File: config.mk
export PLATFORM = sky130hd
export DESIGN_NAME = keypad_scanner
export DESIGN_NICKNAME = d
export VERILOG_FILES = /design/src/rtl/keypad_pkg.sv /design/src/rtl/keypad_scanner_sync2.sv /design/src/rtl/keypad_scanner.sv
export SDC_FILE = /design/constraint.sdc
export NUM_CORES = 1
export LEC_CHECK = 0
export ABC_CLOCK_PERIOD_IN_PS = 2300
export CAP_MARGIN = 15
export CORE_UTILIZATION = 50
export DETAILED_ROUTE_END_ITERATION = 10
export PLACE_DENSITY = 0.69
export RECOVER_POWER = 25
export SETUP_SLACK_MARGIN = 0.1
export SLEW_MARGIN = 5
export SYNTH_ARGS = -nofsm -noshare
export SYNTH_HDL_FRONTEND = slang
export SYNTH_SLANG_ARGS = --single-unit
File: constraint.sdc
create_clock -name clk -period 2.3 [get_ports clk]
set_input_delay 0.46 -clock clk [delete_from_list [all_inputs] [get_ports clk]]
set_output_delay 0.46 -clock clk [all_outputs]
set_load 0.02 [all_outputs]
File: src/rtl/keypad_pkg.sv
// Shared types and constants for the 4x4 keypad scanner.
package keypad_pkg;

  typedef enum logic [1:0] {
    SCAN     = 2'd0,
    DEBOUNCE = 2'd1,
    HOLD     = 2'd2,
    RELEASE  = 2'd3
  } state_t;

  localparam logic [3:0] KEY_ADD = 4'hA;
  localparam logic [3:0] KEY_SUB = 4'hB;
  localparam logic [3:0] KEY_MUL = 4'hC;
  localparam logic [3:0] KEY_DIV = 4'hD;
  localparam logic [3:0] KEY_CLR = 4'hE;
  localparam logic [3:0] KEY_EQ  = 4'hF;

  // Indexed by {row, col}
  localparam logic [3:0] KEYMAP [16] = '{
    4'h1,    4'h2, 4'h3,   KEY_ADD,
    4'h4,    4'h5, 4'h6,   KEY_SUB,
    4'h7,    4'h8, 4'h9,   KEY_MUL,
    KEY_CLR, 4'h0, KEY_EQ, KEY_DIV
  };

  // Lowest-index row that is pulled low; only meaningful when some row is low.
  function automatic logic [1:0] lowest_row(input logic [3:0] rows);
    logic [1:0] r;
    r = 2'd0;
    for (int i = 3; i >= 0; i--) begin
      if (!rows[i]) r = 2'(i);
    end
    return r;
  endfunction

endpackage

File: src/rtl/keypad_scanner_sync2.sv
// Two-flop synchronizer for asynchronous inputs, with a configurable reset value.
module sync2 #(
  parameter int                DATA_W  = 4,
  parameter logic [DATA_W-1:0] RST_VAL = '0
) (
  input  logic              clk,
  input  logic              rst_n,
  input  logic [DATA_W-1:0] d,
  output logic [DATA_W-1:0] q
);

  logic [DATA_W-1:0] meta_p0;
  logic [DATA_W-1:0] sync_p1;

  // Two back-to-back flops give metastability time to resolve.
  always_ff @(posedge clk or negedge rst_n) begin
    if (!rst_n) begin
      meta_p0 <= RST_VAL;
      sync_p1 <= RST_VAL;
    end else begin
      meta_p0 <= d;
      sync_p1 <= meta_p0;
    end
  end

  assign q = sync_p1;

endmodule

File: src/rtl/keypad_scanner.sv
// 4x4 active-low keypad scanner: column scan, row debounce, one strobe per press.
module keypad_scanner
  import keypad_pkg::*;
#(
  parameter int SCAN_DIV     = 1000,
  parameter int DEBOUNCE_CNT = 20000
) (
  input  logic       clk,
  input  logic       rst_n,
  input  logic [3:0] row_in,
  output logic [3:0] col_out,
  output logic       key_en,
  output logic       equal,
  output logic [3:0] in
);

  localparam int SW = (SCAN_DIV > 1) ? $clog2(SCAN_DIV) : 1;
  localparam int DW = (DEBOUNCE_CNT > 1) ? $clog2(DEBOUNCE_CNT) : 1;
  localparam logic [SW-1:0] SCAN_LAST = SW'(SCAN_DIV - 1);
  localparam logic [DW-1:0] DB_LAST   = DW'(DEBOUNCE_CNT - 1);

  logic [3:0]    rows_s;
  state_t        state_q, state_d;
  logic [1:0]    col_q, col_d;
  logic [SW-1:0] scnt_q, scnt_d;
  logic [DW-1:0] dcnt_q, dcnt_d;
  logic [1:0]    row_q, row_d;
  logic [3:0]    rows_lat_q, rows_lat_d;
  logic [3:0]    in_q, in_d;
  logic          key_en_q, key_en_d;
  logic          equal_q, equal_d;
  logic [3:0]    col_out_q;
  logic [3:0]    code;

  sync2 #(.DATA_W(4), .RST_VAL(4'hF)) u_sync (
    .clk   (clk),
    .rst_n (rst_n),
    .d     (row_in),
    .q     (rows_s)
  );

  assign code = KEYMAP[{row_q, col_q}];

  // Next-state, counters and strobe decode.
  always_comb begin
    state_d    = state_q;
    col_d      = col_q;
    scnt_d     = scnt_q;
    dcnt_d     = dcnt_q;
    row_d      = row_q;
    rows_lat_d = rows_lat_q;
    in_d       = in_q;
    key_en_d   = 1'b0;
    equal_d    = 1'b0;
    case (state_q)
      SCAN: begin
        if (scnt_q == SCAN_LAST) begin
          scnt_d = '0;
          if (rows_s != 4'hF) begin
            row_d      = lowest_row(rows_s);
            rows_lat_d = rows_s;
            dcnt_d     = '0;
            state_d    = DEBOUNCE;
          end else begin
            col_d = col_q + 2'd1;
          end
        end else begin
          scnt_d = scnt_q + SW'(1);
        end
      end
      DEBOUNCE: begin
        if (rows_s != rows_lat_q) begin
          state_d = SCAN;
          col_d   = col_q + 2'd1;
          scnt_d  = '0;
        end else if (dcnt_q == DB_LAST) begin
          in_d    = code;
          state_d = HOLD;
          if (code == KEY_EQ) equal_d  = 1'b1;
          else                key_en_d = 1'b1;
        end else begin
          dcnt_d = dcnt_q + DW'(1);
        end
      end
      HOLD: begin
        if (rows_s == 4'hF) begin
          dcnt_d  = '0;
          state_d = RELEASE;
        end
      end
      RELEASE: begin
        // A bounce restarts the release count; it never counts as a new press.
        if (rows_s != 4'hF) begin
          dcnt_d = '0;
        end else if (dcnt_q == DB_LAST) begin
          state_d = SCAN;
          col_d   = col_q + 2'd1;
          scnt_d  = '0;
        end else begin
          dcnt_d = dcnt_q + DW'(1);
        end
      end
      default: begin
        state_d = SCAN;
        col_d   = 2'd0;
        scnt_d  = '0;
        dcnt_d  = '0;
      end
    endcase
  end

  // State, counters and registered outputs.
  always_ff @(posedge clk or negedge rst_n) begin
    if (!rst_n) begin
      state_q    <= SCAN;
      col_q      <= 2'd0;
      scnt_q     <= '0;
      dcnt_q     <= '0;
      row_q      <= 2'd0;
      rows_lat_q <= 4'hF;
      in_q       <= 4'h0;
      key_en_q   <= 1'b0;
      equal_q    <= 1'b0;
      col_out_q  <= 4'b1110;
    end else begin
      state_q    <= state_d;
      col_q      <= col_d;
      scnt_q     <= scnt_d;
      dcnt_q     <= dcnt_d;
      row_q      <= row_d;
      rows_lat_q <= rows_lat_d;
      in_q       <= in_d;
      key_en_q   <= key_en_d;
      equal_q    <= equal_d;
      col_out_q  <= ~(4'b0001 << col_d);
    end
  end

  assign col_out = col_out_q;
  assign key_en  = key_en_q;
  assign equal   = equal_q;
  assign in      = in_q;

endmodule

# ---- Word level (Yosys, flattened, before mapping)
# Memory sizes are Yosys's and may differ from the RTL's.
# Index checks and enable logic that the tools add are counted.
dict set report totals {
  n_memories 1
  ff_bits 53
  input_bits 6
  word_cells 85
  mem_bits_ro 64
}
dict set report op_classes {
  reduce_logical 7
  n_shift 1
  muxes 40
  order_cmp 1
  bitwise_logic 3
  eq_ne 17
  add_sub_neg 3
}
# memory depth word_bits rd rd_ports_with_merged_regs wr line
set mem_list {}
lappend mem_list {{(name not given)} 16 4 1 0 0 keypad_scanner.sv:42} ;# assign code = KEYMAP[{row_q, col_q}];
# cell count
set ops {}
lappend ops {{15-bit two-way mux} 6}
lappend ops {{15-bit one-hot mux with 4 select lines} 1}
lappend ops {{10-bit two-way mux} 4}
lappend ops {{2-bit two-way mux} 16}
lappend ops {{10-bit one-hot mux with 3 select lines} 1}
lappend ops {{15-bit by 1-bit adder with 15-bit output, second input constant} 1}
lappend ops {{15-bit == test, second input constant} 1}
lappend ops {{2-bit inequality test, second input constant} 7}
lappend ops {{10-bit by 1-bit adder with 10-bit output, second input constant} 1}
lappend ops {{10-bit == test, second input constant} 1}
lappend ops {{4-bit == test, second input constant} 2}
lappend ops {{1-bit two-way mux} 8}
lappend ops {{4-bit two-way mux} 2}
lappend ops {{2-bit one-hot mux with 4 select lines} 1}
lappend ops {{4-bit AND reduction} 2}
lappend ops {{2-bit one-hot mux with 3 select lines} 1}
lappend ops {{3-bit AND reduction} 2}
lappend ops {{6-bit AND reduction} 1}
lappend ops {{5-bit >= comparator, second input constant} 1}
lappend ops {{4-bit NOT with 5-bit output} 1}
lappend ops {{2-bit == test, second input constant} 2}
lappend ops {{4-bit inequality test} 1}
lappend ops {{4-bit inequality test, second input constant} 1}
lappend ops {{4-bit NOT} 1}
lappend ops {{7 further kinds} 7}

# ---- Logic depth before layout (Yosys ltp)
dict set report depth {
  ltp_word 9
  depth_mapped 8
}

# ---- By module
# A second synthesis with hierarchy kept.
dict set report hier_totals {
  cells_unflattened 276
  area_unflattened_um2 2767.7
}
# module n_inst area_each_um2 cells_per_inst seq_area_each_um2
set by_module_without_submodules {}
lappend by_module_without_submodules {keypad_scanner 1 2557.5 268 1134.8}
lappend by_module_without_submodules {sync2 1 210.2 8 210.2}

# ---- Worst setup path after synthesis
# OpenSTA, ideal clock, no wires.
dict set report synth_timing {
  path_type {register to register}
  startpoint {register scnt_q[0]}
  endpoint {register dcnt_q[11]}
  period_less_slack_ns 2.069
  setup_slack_ns 0.231
  path_stages_with_launch 9
  arrival_ns 1.990
  setup_ns 0.079
  cell_sequence {dfrtp_1 -> ha_1 -> nand2_1 -> or3_1 -> or4_1 -> buf_6 -> buf_8 -> a21oi_4 -> mux2i_1}
}
dict set report synth_via {
  elab_chain_cells 3
}
# item line
set synth_rtl {}
lappend synth_rtl {{start: declaration} keypad_scanner.sv:25} ;# logic [SW-1:0] scnt_q, scnt_d;
lappend synth_rtl {{start signal: assignment} keypad_scanner.sv:128} ;# scnt_q <= scnt_d;
lappend synth_rtl {{10-bit == test} keypad_scanner.sv:57} ;# if (scnt_q == SCAN_LAST) begin
lappend synth_rtl {{2-bit inequality test (no source line)} n/a}
lappend synth_rtl {{4-bit AND reduction (no source line)} n/a}
lappend synth_rtl {{end signal: assignment} keypad_scanner.sv:129} ;# dcnt_q <= dcnt_d;
lappend synth_rtl {{end: declaration} keypad_scanner.sv:26} ;# logic [DW-1:0] dcnt_q, dcnt_d;
# No other way between the ends.
# A chain may end at the register's enable or synchronous reset.

# ---- Worst setup path after layout
dict set report layout_timing {
  startpoint {register dcnt_q[0]}
  endpoint {register in_q[0], in the netlist in[0]}
}
dict set report layout_via {
  elab_chain_cells 2
}
# item line
set layout_rtl {}
lappend layout_rtl {{15-bit == test} keypad_scanner.sv:76} ;# end else if (dcnt_q == DB_LAST) begin
lappend layout_rtl {{3-bit AND reduction (no source line)} n/a}
lappend layout_rtl {{end signal: assignment} keypad_scanner.sv:132} ;# in_q <= in_d;
lappend layout_rtl {{end: declaration} keypad_scanner.sv:29} ;# logic [3:0] in_q, in_d;
# No other way between the ends.

==> results.md <==
- Clock share of power: 37.0%
- WP depth: 5
- TritonCTS clock tree: yes
- Max-Cap Viols: 0
- Via count: 2289
- Htree depth: 2
- Leak pwr: approximately 1.4 nW
- Critical R2R Capture: in[0]
- Post-CTS setup buffer count: 0
- Die area: 0.00600 mm²
- Max Freq: 0.475 GHz
- Final count of hold timing violations: 0
- Skew final: ~6.7 ps
- Clk sink count: 53
- Reg2Reg Launch Point: dcnt_q[0]
- Status: completed
- Hpwl dp: between 4000 and 5000 µm
- CP cell instances: ha_1 > and4_1 > nand4_1 > or4_1 > mux2_2
- I/O Pins: 16
- N_diodes: 0
- Layout cell share with drive strength beyond 1: 17.3%
- WP buf/inv: 0
- All-Layer GR Usage: 20.7%
- Share of flip-flops with an asynchronous set or reset: 100%
- Mapped Cells: 294
- Area occupied by registers: 0.00135 mm²
- Area of the multi-input gates: 0.00140 mm²
- Critical path required time: 2500 ps
- Number of enable flip-flop cells after synthesis: 0
- Synth warn: 0
- Chip height: slightly below 80 µm
- Setup crit end kind: flip-flop
- Reg2Reg Depth: 5
- Max Slew Vio Count: 0
- Most frequent cells in the layout: nand2_1 (42), dfrtp_1 (38), buf_4 (20)
- Reg power frac: 60.7%
- Yosys reg bits: 53
- Synth Flop Type: dfrtp_1
- First-pass GRT wire length: around 10000 µm
- Power share of the combinational group: 2.3%
- Slowest Stage Delay on Critical Path: 590 ps
- Clock-pin slew on the worst setup and hold paths: 90 ps
- P_int: 1.24 mW
- Syn Nets: a little over 300
- Antenna violations before repair: 0
- Critical path class: flip-flop to flip-flop
- Worst VDD drop: between 0.3 and 0.4 mV
- FF-to-FF setup slack: 190 ps
- Area Overhead vs Synth: 14.7%
- # fillers: 470
- WL final: 5700 µm
- Worst slew margin: 38.3%
- Crit path time final: 2110 ps
- Least-Margin Pin Slew: 925 ps
- Maximum clock path buffer count: 2
- Worst-skew pair later-pin latency: roughly 300 ps
- Hold WC Path Type: primary input to asynchronous set/reset pin
- Final ANT Viol Nets: 0
- Mapped Area: 0.00285 mm²
- Overflow after GRT: 0
- Largest net degree at the start of global routing: 22
- Core area: 0.00551 mm²
- Psw: between 300 and 400 µW
- RSZ-0062 raised after global routing: true
- Most common cell after layout, fill and taps aside: nand2_1
- CP Data Arrival Time: around 2300 ps
- Tcrit/Tclk final: 91.6%
- CTS root buffer: clkbuf_8
- DRC: 0
- Pwr Density: 480 mW/mm²
- Delay-heaviest family, CP: simple AND/OR/NAND/NOR gates
- Setup total negative slack: 0 ps
- Vias per cell: 5.78
- Num CTS Buffers: 5
- Startpoint types: flip-flop
- Final setup fails: 0
- Initial Util: approximately 52%
- Max stage delay cell, worst path: or4_1
- Sequential share of the synthesized area: a little under half
- Sw frac: 20.9%
- DR iter-0 viols: 122
- Nets: 335
- Final Wtd Congestion: just under 0.9
- Drt wl/cell: 14.4 µm
- Num rows: 27
- Avg Inst Size Synth: 9.69 µm²
- Buffers added on ports: 15
- Crit path max fanout: 6
- Drt pass-1 iters: 4
- Core Util, Final: 59.4%
- DIE WIDTH: 77.5 µm
- Yosys cell types: 49
- Vias in the first global route: between 2k and 2.5k
[per-layer routing]
layer | vias up | global-route usage (%) | part of all wire, %
met2 | 50 | 32.9 | 47
li1 | 1122 | - | -
met5 | - | 0 | 0
met3 | 8 | 4.71 | 3.7
met4 | 0 | 7.17 | 1.1
met1 | 1109 | 27.6 | 48
[sequential cells by signal (all words and copies together) (netlist names), named ones only]
name / flops
u_sync.q: 4
col_out: 4
u_sync.meta_p0: 4
row_q: 2
equal: 1
key_en: 1
rows_lat_q: 4
in: 4
dcnt_q: 15
state_q: 1
col_q: 2
scnt_q: 10
[synth_stat cells, drive strengths merged (8+ instances only)]
library cell,count,share of area [%]
o21ai,9,1.6
a21oi,19,3.7
a31oi,9,2.0
dfrtp,38,33
clkbuf,11,1.4
nand3,12,2.3
dfstp,15,14
or3,9,2.0
nand2,42,5.5
nor2,18,2.4
inv,9,1.2
mux2i,17,6.0
nand4,8,1.8
[through the flow]
| stage | hold slack, ps | setup slack (ps) | total power [mW] | instances | instance area, µm² |
|---|---|---|---|---|---|
| detailed placement | 348 | 142 | 1.01 | 388 | 3160 |
| global route | 321 | 67.5 | 1.63 | 396 | 3270 |
| finish | 263 | 193 | 1.57 | 396 | 3270 |
| global placement | 346 | 178 | 1.01 | 388 | 3160 |
| CTS | 71.8 | 126 | 1.60 | 396 | 3270 |
| floorplan | 164 | 231 | 0.976 | 294 | 2850 |
[kinds of logic (layout without fill, tap and decap cells)]
kind of cell | Yosys count | after routing | share of synthesized area (%)
xor gates and xnor gates | 7 | 7 | 2.15
and+or+nand+nor | 124 | 124 | 22.4
AOI/OAI and AO/OA | 59 | 59 | 13.7
buffers and inverters | 23 | 53 | 3.95
muxes | 22 | 22 | 7.95
DFF | 53 | 53 | 47.2
adders and majority gates | 6 | 6 | 2.63
[power by group through the flow]
stage | Combinational (mW) | Sequential, mW | Clock [mW]
CTS | 0.0399 | 0.952 | 0.605
detailed placement | 0.0399 | 0.969 | 0
finish | 0.0356 | 0.952 | 0.581
global route | 0.0412 | 0.954 | 0.632
floorplan | 0.00852 | 0.967 | 0
global placement | 0.0393 | 0.969 | 0
[repair_timing]
action	CTS	global route
hold endpoints to repair	0	0
gates resized for setup	0	1
setup endpoints to repair	0	21
hold buffers	0	0
[area by class of cell]
type / count / share of cell area, %
repair buffers: 36 / 9.11
clock inverters: 1 / 0.268
well taps: 72 / 2.76
inverters: 9 / 1.03
flip-flops and latches: 53 / 41.2
clock buffers: 7 / 2.99
multi-input cells: 218 / 42.7
[worst max-delay path by stage]
stage	startpoint	slack, ps	end
2_1_floorplan	scnt_q[0]	230	dcnt_q[11]
3_3_place_gp	scnt_q[4]	180	dcnt_q[9]
3_5_place_dp	scnt_q[0]	140	dcnt_q[8]
4_1_cts	scnt_q[0]	130	dcnt_q[8]
5_1_grt	dcnt_q[0]	70	scnt_q[6]
6_report	dcnt_q[0]	190	in[0]
Note: power is estimated with default switching activity, not from simulation.
